**src/rtl/lsu_pkg.sv**
```systemverilog
// Shared types and helpers for the load/store unit: op/state encodings,
// store strobe generation and the access fault check.
package lsu_pkg;

  localparam int DATA_WIDTH     = 32;
  localparam int REG_ADDR_WIDTH = 5;
  localparam int NUM_LANES      = DATA_WIDTH / 8;

  typedef enum logic [2:0] {
    MEM_B  = 3'b000,
    MEM_H  = 3'b001,
    MEM_W  = 3'b010,
    MEM_BU = 3'b100,
    MEM_HU = 3'b101
  } mem_op_e;

  typedef enum logic [1:0] {
    IDLE,
    REQ,
    WAIT_R,
    RESP
  } lsu_state_e;

  function automatic logic [NUM_LANES-1:0] wstrb_for(logic [2:0] op, logic [1:0] addr_lo);
    logic [NUM_LANES-1:0] s;
    case (op)
      MEM_B:   s = 4'b0001 << addr_lo;
      MEM_H:   s = 4'b0011 << {addr_lo[1], 1'b0};
      MEM_W:   s = 4'b1111;
      default: s = 4'b0000;
    endcase
    return s;
  endfunction

  // True for any request that cannot be issued as one aligned transfer:
  // bad alignment, reserved op codes, or unsigned widths on a store.
  function automatic logic is_misaligned(logic [2:0] op, logic [1:0] addr_lo, logic store);
    logic f;
    case (op)
      MEM_B:         f = 1'b0;
      MEM_BU:        f = store;
      MEM_H:         f = addr_lo[0];
      MEM_HU:        f = store | addr_lo[0];
      MEM_W:         f = |addr_lo;
      default:       f = 1'b1;
    endcase
    return f;
  endfunction

endpackage

```
**src/rtl/lsu_if.sv**
```systemverilog
// Request, data-memory and response channels of the load/store unit.
interface lsu_if #(
  parameter int DATA_WIDTH     = 32,
  parameter int REG_ADDR_WIDTH = 5
);
  logic                      req_valid;
  logic                      req_ready;
  logic                      req_store;
  logic [2:0]                req_op;
  logic [DATA_WIDTH-1:0]     req_addr;
  logic [DATA_WIDTH-1:0]     req_wdata;
  logic [REG_ADDR_WIDTH-1:0] req_rd;

  logic                      mem_valid;
  logic                      mem_ready;
  logic                      mem_we;
  logic [DATA_WIDTH-1:0]     mem_addr;
  logic [DATA_WIDTH-1:0]     mem_wdata;
  logic [DATA_WIDTH/8-1:0]   mem_wstrb;
  logic                      mem_rvalid;
  logic [DATA_WIDTH-1:0]     mem_rdata;

  logic                      resp_valid;
  logic                      resp_ready;
  logic [DATA_WIDTH-1:0]     resp_data;
  logic [REG_ADDR_WIDTH-1:0] resp_rd;
  logic                      resp_fault;

  // LSU side
  modport slave (
    input  req_valid, req_store, req_op, req_addr, req_wdata, req_rd,
    output req_ready,
    output mem_valid, mem_we, mem_addr, mem_wdata, mem_wstrb,
    input  mem_ready, mem_rvalid, mem_rdata,
    output resp_valid, resp_data, resp_rd, resp_fault,
    input  resp_ready
  );

  // Pipeline / memory / writeback side
  modport master (
    output req_valid, req_store, req_op, req_addr, req_wdata, req_rd,
    input  req_ready,
    input  mem_valid, mem_we, mem_addr, mem_wdata, mem_wstrb,
    output mem_ready, mem_rvalid, mem_rdata,
    input  resp_valid, resp_data, resp_rd, resp_fault,
    output resp_ready
  );
endinterface

```
**src/rtl/lsu_align.sv**
```systemverilog
// Load return path: moves the addressed byte/half to bit 0 and extends it.
module lsu_align
  import lsu_pkg::*;
#(
  parameter int DATA_WIDTH = 32
) (
  input  logic [DATA_WIDTH-1:0] rdata_i,
  input  logic [1:0]            addr_lo_i,
  input  logic [2:0]            op_i,
  output logic [DATA_WIDTH-1:0] data_o
);
  logic [DATA_WIDTH-1:0] sh;

  assign sh = rdata_i >> {addr_lo_i, 3'b000};

  always_comb begin
    data_o = sh;
    case (op_i)
      MEM_B:   data_o = {{(DATA_WIDTH-8){sh[7]}}, sh[7:0]};
      MEM_BU:  data_o = {{(DATA_WIDTH-8){1'b0}}, sh[7:0]};
      MEM_H:   data_o = {{(DATA_WIDTH-16){sh[15]}}, sh[15:0]};
      MEM_HU:  data_o = {{(DATA_WIDTH-16){1'b0}}, sh[15:0]};
      default: data_o = sh;
    endcase
  end
endmodule

```
**src/rtl/load_store_unit.sv**
```systemverilog
// Single-outstanding memory-access stage: address/op capture, fault check,
// one data-memory transaction, extended load value back to writeback.
module load_store_unit
  import lsu_pkg::*;
#(
  parameter int DATA_WIDTH     = 32,
  parameter int REG_ADDR_WIDTH = 5
) (
  input  logic clk,
  input  logic rst_n,
  lsu_if.slave bus
);
  localparam int NL = DATA_WIDTH / 8;

  lsu_state_e                state_q, state_d;
  logic                      store_q, store_d;
  logic [2:0]                op_q, op_d;
  logic [DATA_WIDTH-1:0]     addr_q, addr_d;
  logic [DATA_WIDTH-1:0]     wdata_q, wdata_d;
  logic [REG_ADDR_WIDTH-1:0] rd_q, rd_d;
  logic                      fault_q, fault_d;
  logic [DATA_WIDTH-1:0]     rdata_q, rdata_d;

  logic                      accept;
  logic                      in_req;
  logic [DATA_WIDTH-1:0]     ld_val;
  logic [NL-1:0][7:0]        lane_w;

  lsu_align #(.DATA_WIDTH(DATA_WIDTH)) u_align (
    .rdata_i   (bus.mem_rdata),
    .addr_lo_i (addr_q[1:0]),
    .op_i      (op_q),
    .data_o    (ld_val)
  );

  always_ff @(posedge clk or negedge rst_n) begin
    if (!rst_n) begin
      state_q <= IDLE;
      store_q <= 1'b0;
      op_q    <= '0;
      addr_q  <= '0;
      wdata_q <= '0;
      rd_q    <= '0;
      fault_q <= 1'b0;
      rdata_q <= '0;
    end else begin
      state_q <= state_d;
      store_q <= store_d;
      op_q    <= op_d;
      addr_q  <= addr_d;
      wdata_q <= wdata_d;
      rd_q    <= rd_d;
      fault_q <= fault_d;
      rdata_q <= rdata_d;
    end
  end

  assign accept = bus.req_valid && bus.req_ready;

  always_comb begin
    state_d = state_q;
    store_d = store_q;
    op_d    = op_q;
    addr_d  = addr_q;
    wdata_d = wdata_q;
    rd_d    = rd_q;
    fault_d = fault_q;
    rdata_d = rdata_q;
    case (state_q)
      IDLE: if (accept) begin
        store_d = bus.req_store;
        op_d    = bus.req_op;
        addr_d  = bus.req_addr;
        wdata_d = bus.req_wdata;
        rd_d    = bus.req_rd;
        fault_d = is_misaligned(bus.req_op, bus.req_addr[1:0], bus.req_store);
        rdata_d = '0;
        state_d = fault_d ? RESP : REQ;
      end
      REQ: if (bus.mem_ready) state_d = store_q ? RESP : WAIT_R;
      WAIT_R: if (bus.mem_rvalid) begin
        rdata_d = ld_val;
        state_d = RESP;
      end
      RESP: if (bus.resp_ready) state_d = IDLE;
      default: state_d = IDLE;
    endcase
  end

  // Byte lanes of the store word; only B/H/W reach REQ as stores.
  for (genvar i = 0; i < NL; i++) begin : g_lane
    assign lane_w[i] = (op_q == MEM_B) ? wdata_q[7:0] :
                       (op_q == MEM_H) ? wdata_q[8*(i%2) +: 8] :
                                         wdata_q[8*i +: 8];
  end

  assign in_req        = (state_q == REQ);
  assign bus.req_ready = rst_n && (state_q == IDLE);

  assign bus.mem_valid = in_req;
  assign bus.mem_we    = in_req && store_q;
  assign bus.mem_addr  = in_req ? {addr_q[DATA_WIDTH-1:2], 2'b00} : '0;
  assign bus.mem_wdata = (in_req && store_q) ? lane_w : '0;
  assign bus.mem_wstrb = (in_req && store_q) ? wstrb_for(op_q, addr_q[1:0]) : '0;

  assign bus.resp_valid = (state_q == RESP);
  assign bus.resp_data  = rdata_q;
  assign bus.resp_rd    = rd_q;
  assign bus.resp_fault = fault_q;

endmodule

```
**src/flat_wrapper.sv**
```systemverilog
// flat-port wrapper written by rule: the top's interface ports become plain ports
module load_store_unit_flat import lsu_pkg::*;
#(
  parameter int DATA_WIDTH     = 32,
  parameter int REG_ADDR_WIDTH = 5
)
  (clk, rst_n, bus_req_valid, bus_req_store, bus_req_op, bus_req_addr, bus_req_wdata, bus_req_rd, bus_req_ready, bus_mem_valid, bus_mem_we, bus_mem_addr, bus_mem_wdata, bus_mem_wstrb, bus_mem_ready, bus_mem_rvalid, bus_mem_rdata, bus_resp_valid, bus_resp_data, bus_resp_rd, bus_resp_fault, bus_resp_ready);
  lsu_if #(.DATA_WIDTH(DATA_WIDTH), .REG_ADDR_WIDTH(REG_ADDR_WIDTH)) bus_i ();
  input  logic clk;
  input  logic rst_n;
  input wire logic [$bits(bus_i.req_valid)-1:0] bus_req_valid;
  input wire logic [$bits(bus_i.req_store)-1:0] bus_req_store;
  input wire logic [$bits(bus_i.req_op)-1:0] bus_req_op;
  input wire logic [$bits(bus_i.req_addr)-1:0] bus_req_addr;
  input wire logic [$bits(bus_i.req_wdata)-1:0] bus_req_wdata;
  input wire logic [$bits(bus_i.req_rd)-1:0] bus_req_rd;
  output wire logic [$bits(bus_i.req_ready)-1:0] bus_req_ready;
  output wire logic [$bits(bus_i.mem_valid)-1:0] bus_mem_valid;
  output wire logic [$bits(bus_i.mem_we)-1:0] bus_mem_we;
  output wire logic [$bits(bus_i.mem_addr)-1:0] bus_mem_addr;
  output wire logic [$bits(bus_i.mem_wdata)-1:0] bus_mem_wdata;
  output wire logic [$bits(bus_i.mem_wstrb)-1:0] bus_mem_wstrb;
  input wire logic [$bits(bus_i.mem_ready)-1:0] bus_mem_ready;
  input wire logic [$bits(bus_i.mem_rvalid)-1:0] bus_mem_rvalid;
  input wire logic [$bits(bus_i.mem_rdata)-1:0] bus_mem_rdata;
  output wire logic [$bits(bus_i.resp_valid)-1:0] bus_resp_valid;
  output wire logic [$bits(bus_i.resp_data)-1:0] bus_resp_data;
  output wire logic [$bits(bus_i.resp_rd)-1:0] bus_resp_rd;
  output wire logic [$bits(bus_i.resp_fault)-1:0] bus_resp_fault;
  input wire logic [$bits(bus_i.resp_ready)-1:0] bus_resp_ready;
  assign bus_i.req_valid = bus_req_valid;
  assign bus_i.req_store = bus_req_store;
  assign bus_i.req_op = bus_req_op;
  assign bus_i.req_addr = bus_req_addr;
  assign bus_i.req_wdata = bus_req_wdata;
  assign bus_i.req_rd = bus_req_rd;
  assign bus_req_ready = bus_i.req_ready;
  assign bus_mem_valid = bus_i.mem_valid;
  assign bus_mem_we = bus_i.mem_we;
  assign bus_mem_addr = bus_i.mem_addr;
  assign bus_mem_wdata = bus_i.mem_wdata;
  assign bus_mem_wstrb = bus_i.mem_wstrb;
  assign bus_i.mem_ready = bus_mem_ready;
  assign bus_i.mem_rvalid = bus_mem_rvalid;
  assign bus_i.mem_rdata = bus_mem_rdata;
  assign bus_resp_valid = bus_i.resp_valid;
  assign bus_resp_data = bus_i.resp_data;
  assign bus_resp_rd = bus_i.resp_rd;
  assign bus_resp_fault = bus_i.resp_fault;
  assign bus_i.resp_ready = bus_resp_ready;
  load_store_unit #(.DATA_WIDTH(DATA_WIDTH), .REG_ADDR_WIDTH(REG_ADDR_WIDTH)) u_core (.clk(clk), .rst_n(rst_n), .bus(bus_i));
endmodule
```
**config.mk**
```make
export PLATFORM = sky130hd
export DESIGN_NAME = load_store_unit_flat
export DESIGN_NICKNAME = d
export VERILOG_FILES = /design/src/rtl/lsu_pkg.sv /design/src/rtl/lsu_if.sv /design/src/rtl/lsu_align.sv /design/src/rtl/load_store_unit.sv /design/src/flat_wrapper.sv
export SDC_FILE = /design/constraint.sdc
export NUM_CORES = 1
export LEC_CHECK = 0
export BUFFER_PORTS_ARGS = -buffer_cell sky130_fd_sc_hd__buf_4
export CORE_ASPECT_RATIO = 1.2
export CORE_UTILIZATION = 53
export DETAILED_ROUTE_END_ITERATION = 8
export PLACE_DENSITY = 0.87
export SYNTH_ARGS = -nofsm -noshare
export SYNTH_HDL_FRONTEND = slang
export SYNTH_SLANG_ARGS = --single-unit
```
**constraint.sdc**
```tcl
create_clock -name clk -period 4 [get_ports clk]
set_clock_uncertainty 0.1 [all_clocks]
set_input_delay 0 -clock clk [delete_from_list [all_inputs] [get_ports clk]]
set_output_delay 0 -clock clk [all_outputs]
set_load 0.1 [all_outputs]
```
==> metrics.txt <==
# TYPE chip_impl_metric gauge
chip_impl_metric{name="core-area",unit="um^2"} 10000
chip_impl_metric{name="clk_path_buf_depth",unit=""} 2
chip_impl_metric{name="place.port_buffers",unit=""} 218
chip_impl_info{name="dominantRegCellSynth",value="sky130_fd_sc_hd__dfrtp_1"} 1
chip_impl_metric{name="design_power_total",unit="mW"} 7.69
chip_impl_metric{name="achievable_clock_frequency",unit="GHz"} 0.316
chip_impl_metric{name="die_h",unit="um"} 113
chip_impl_metric{name="postCtsSetupRepairBufs",unit=""} 0
chip_impl_metric{name="start_util",unit="%"} 54.7
chip_impl_metric{name="post_route_drc",unit=""} 0
chip_impl_metric{name="viasPerCell",unit=""} 6.00
chip_impl_metric{name="clk_lat_worst_skew",unit="ns"} 0.34
chip_impl_metric{name="drt_first_iter_violations",unit=""} 478
chip_impl_metric{name="yosys_register_bits",unit=""} 108
chip_impl_metric{name="flow.area_growth_from_synthesis",unit="%"} 52.4
chip_impl_metric{name="drtAntennaViolNets",unit=""} 0
chip_impl_metric{name="crit_share_post_route",unit="%"} 79.1
chip_impl_metric{name="design.die.area",unit="um^2"} 10700
chip_impl_metric{name="gp_congestion",unit=""} 0.903
chip_impl_info{name="rsz0062_at_grt",value="false"} 1
chip_impl_metric{name="antenna_cells",unit=""} 0
chip_impl_info{name="clk_root_buffer_cell",value="sky130_fd_sc_hd__clkbuf_16"} 1
chip_impl_metric{name="maxCapViolations",unit=""} 0
chip_impl_metric{name="netlist_area",unit="um^2"} 5480
chip_impl_metric{name="antenna_violations_before_repair",unit=""} 0
chip_impl_metric{name="clkTransAtPathRegs",unit="ns"} 0.07
chip_impl_info{name="clock_tree_from_tritoncts",value="yes"} 1
chip_impl_metric{name="worst_slack",unit="ns"} 0.836
chip_impl_info{name="startpoint_type",value="register"} 1
chip_impl_metric{name="total_wire_length_after_detailed_routing",unit="mm"} 19.9
chip_impl_metric{name="preCtsSetupSlack",unit="ns"} 1.31
chip_impl_info{name="synth_top_family_by_area",value="multiplexers"} 1
chip_impl_metric{name="die-width",unit="um"} 94.8
chip_impl_metric{name="irDropWorstVdd",unit="mV"} 0.800
chip_impl_info{name="timing_worst_setup_path_type",value="reg2out"} 1
chip_impl_metric{name="synth_compound_gate_area_share",unit="%"} 14.1
chip_impl_metric{name="fin_tns_setup",unit="ns"} 0
chip_impl_metric{name="floorplan.io_pins",unit=""} 221
chip_impl_info{name="synth_top_cell_by_area",value="sky130_fd_sc_hd__dfrtp_1"} 1
chip_impl_metric{name="slew_headroom",unit="%"} 15.6
chip_impl_metric{name="yosys_warnings",unit=""} 0
chip_impl_metric{name="ys_async_sr_fraction",unit="%"} 100
chip_impl_metric{name="num_vias",unit=""} 5379
chip_impl_metric{name="post_synth_mux_area_share",unit="%"} 21.3
chip_impl_metric{name="pin_slew_with_the_least_headroom_to_its_limit",unit="ns"} 1.25
chip_impl_metric{name="report.final.slew_viol_count",unit=""} 0
chip_impl_metric{name="synthAdderAreaFrac",unit="%"} 1.14
chip_impl_metric{name="numCtsBuffers",unit=""} 9
chip_impl_metric{name="detail_route.first_pass.iterations",unit=""} 5
chip_impl_metric{name="arrival",unit="ns"} 3.06
chip_impl_metric{name="nNetsFinal",unit=""} 881
chip_impl_metric{name="setup_viol",unit=""} 0
chip_impl_metric{name="leakage",unit="nW"} 4.05
chip_impl_info{name="yosys.cell_count.top_type",value="sky130_fd_sc_hd__dfrtp_1"} 1
chip_impl_metric{name="seq_area_frac_synth",unit="%"} 49.3
chip_impl_metric{name="ratio_of_total_power_to_cell_area",unit="nW/um^2"} 921
chip_impl_metric{name="postSynthCellCount",unit=""} 477
chip_impl_metric{name="grt_pass1_vias",unit=""} 5635
chip_impl_metric{name="synth.top_cell.area_share",unit="%"} 49.3
chip_impl_info{name="synthTopCellsByArea",value="sky130_fd_sc_hd__dfrtp_1, sky130_fd_sc_hd__mux2_2, sky130_fd_sc_hd__mux2i_1, sky130_fd_sc_hd__and2_1, sky130_fd_sc_hd__a221o_1"} 1
chip_impl_metric{name="grt_overflow",unit=""} 0
chip_impl_metric{name="grt_max_degree",unit=""} 78
chip_impl_metric{name="wire_per_inst",unit="um"} 22.2
chip_impl_metric{name="hold_viol",unit=""} 0
chip_impl_metric{name="post_synth_simple_gate_area",unit="%"} 10.3
chip_impl_metric{name="grt_use_total",unit="%"} 37.2
chip_impl_metric{name="worst-endpoint-required",unit="ns"} 3.90
chip_impl_metric{name="proportion_of_layout_cells_with_a_drive_suffix_above_1",unit="%"} 42.6
chip_impl_metric{name="core.rowCount",unit=""} 40
chip_impl_metric{name="yosysUniqueCellTypes",unit=""} 39
chip_impl_metric{name="h-tree-depth",unit=""} 3
chip_impl_metric{name="postSynthAreaPerCell",unit="um^2"} 11.5
chip_impl_info{name="outcome",value="finished clean"} 1
chip_impl_metric{name="cts_sinks",unit=""} 108
chip_impl_metric{name="global_route_wire_length_before_repair",unit="mm"} 29.9
chip_impl_metric{name="crit_path_max_fanout",unit=""} 41
chip_impl_metric{name="fin_crit",unit="ns"} 3.16
chip_impl_metric{name="synthXorXnorAreaFrac",unit="%"} 0
chip_impl_info{name="critical_path_endpoint_category",value="output port"} 1
chip_impl_metric{name="post-dp-hpwl",unit="mm"} 11.0
chip_impl_info{name="worstHoldPathType",value="in2reg"} 1
chip_impl_info{name="synth.cells.most_frequent",value="sky130_fd_sc_hd__dfrtp_1, sky130_fd_sc_hd__mux2_2, sky130_fd_sc_hd__nand2_1"} 1
chip_impl_metric{name="synth_enable_flop_cells",unit=""} 0
-- per-layer routing --
metal  GRT usage (%)  routed length, um
met1            43.4               7160
met2            63.0               9850
met3            7.53               1730
met4            21.3               1150
met5               0                  0
-- area by class of cell --
class                           count  area [um^2]
Multi-Input combinational cell    326         2580
Clock buffer                       10          239
Tap cell                          126          158
Fill cell                         479         1660
Inverter                            6         22.5
Clock inverter                      6         63.8
Timing Repair Buffer              314         2580
Sequential cell                   108         2700
-- flip-flops by register name (all words and copies together), names as in the netlist --
name	count
u_core.addr_q	32
u_core.store_q	1
u_core.wdata_q	32
u_core.bus.resp_data	32
u_core.state_q	2
u_core.bus.resp_fault	1
u_core.op_q	3
u_core.bus.resp_rd	5
-- layout by cell type (no fill, tap or decap), types with 17 or more instances in the layout --
cell | synthesis | layout
sky130_fd_sc_hd__nand2_1 | 36 | 35
sky130_fd_sc_hd__and2_1 | 31 | 31
sky130_fd_sc_hd__o21ai_0 | 26 | 26
sky130_fd_sc_hd__dfrtp_1 | 108 | 108
sky130_fd_sc_hd__mux2_2 | 81 | 81
sky130_fd_sc_hd__mux2i_1 | 23 | 23
sky130_fd_sc_hd__a221o_1 | 17 | 17
sky130_fd_sc_hd__dlygate4sd3_1 | 0 | 91
sky130_fd_sc_hd__buf_4 | 2 | 223
sky130_fd_sc_hd__a21oi_1 | 21 | 21
-- power by group --
| part | total [mW] | switching (mW) | internal, mW |
|---|---|---|---|
| Sequential | 2.07 | 0.502 | 1.56 |
| Clock | 0.908 | 0.406 | 0.502 |
| Combinational | 4.71 | 3.38 | 1.33 |
| Total | 7.69 | 4.29 | 3.40 |
-- cell families after synthesis --
logic type	Yosys count
simple gates	108
flops	108
compound gates	106
mux	105
buf+inv	44
fa+ha+maj	5
other cells	1
-- final timing paths --
kind,from,end,slack [ns],cells past startpoint
hold reg to reg,u_core.bus.resp_fault$_DFFE_PN0P_,u_core.bus.resp_fault$_DFFE_PN0P_,0.39,2
hold / removal,bus_mem_rdata[3],u_core.bus.resp_data[3]$_DFFE_PN0P_,0.02,4
max in group asynchronous,rst_n,u_core.bus.resp_data[2]$_DFFE_PN0P_,2.40,3
min in group asynchronous,rst_n,u_core.wdata_q[31]$_DFFE_PN0P_,0.06,2
setup / recovery,u_core.state_q[1]$_DFFE_PN0P_,bus_mem_wstrb[3],0.84,7
setup reg to reg,u_core.addr_q[1]$_DFFE_PN0P_,u_core.bus.resp_data[18]$_DFFE_PN0P_,1.33,4
-- critical path: stages (launching register included) --
cell and delay (ns):
sky130_fd_sc_hd__dfrtp_1 0.41, sky130_fd_sc_hd__inv_1 0.13, sky130_fd_sc_hd__ha_1 0.16, sky130_fd_sc_hd__buf_4 0.33, sky130_fd_sc_hd__nand2_1 0.65, sky130_fd_sc_hd__a211o_1 0.55
sky130_fd_sc_hd__a21oi_1 0.17, sky130_fd_sc_hd__buf_4 0.32
-- metrics by stage --
step / cell area, um^2 / util [%] / instances / hold slack (ns)
6_report: 8350 / 83.4 / 896 / 0.0187
2_1_floorplan: 5480 / - / 478 / -0.396
3_5_place_dp: 7130 / 71.3 / 789 / -0.119
5_1_grt: 8350 / 83.4 / 896 / 0.0133
3_3_place_gp: 7130 / 71.3 / 789 / -0.119
4_1_cts: 8350 / 83.4 / 896 / 0.00729
-- what timing repair did --
item / CTS / global route
endpoints found under the hold margin: 121 / 0
gates resized for setup: 0 / 0
hold buffers: 91 / 0
No activity file was read; power rests on OpenSTA's default activity.
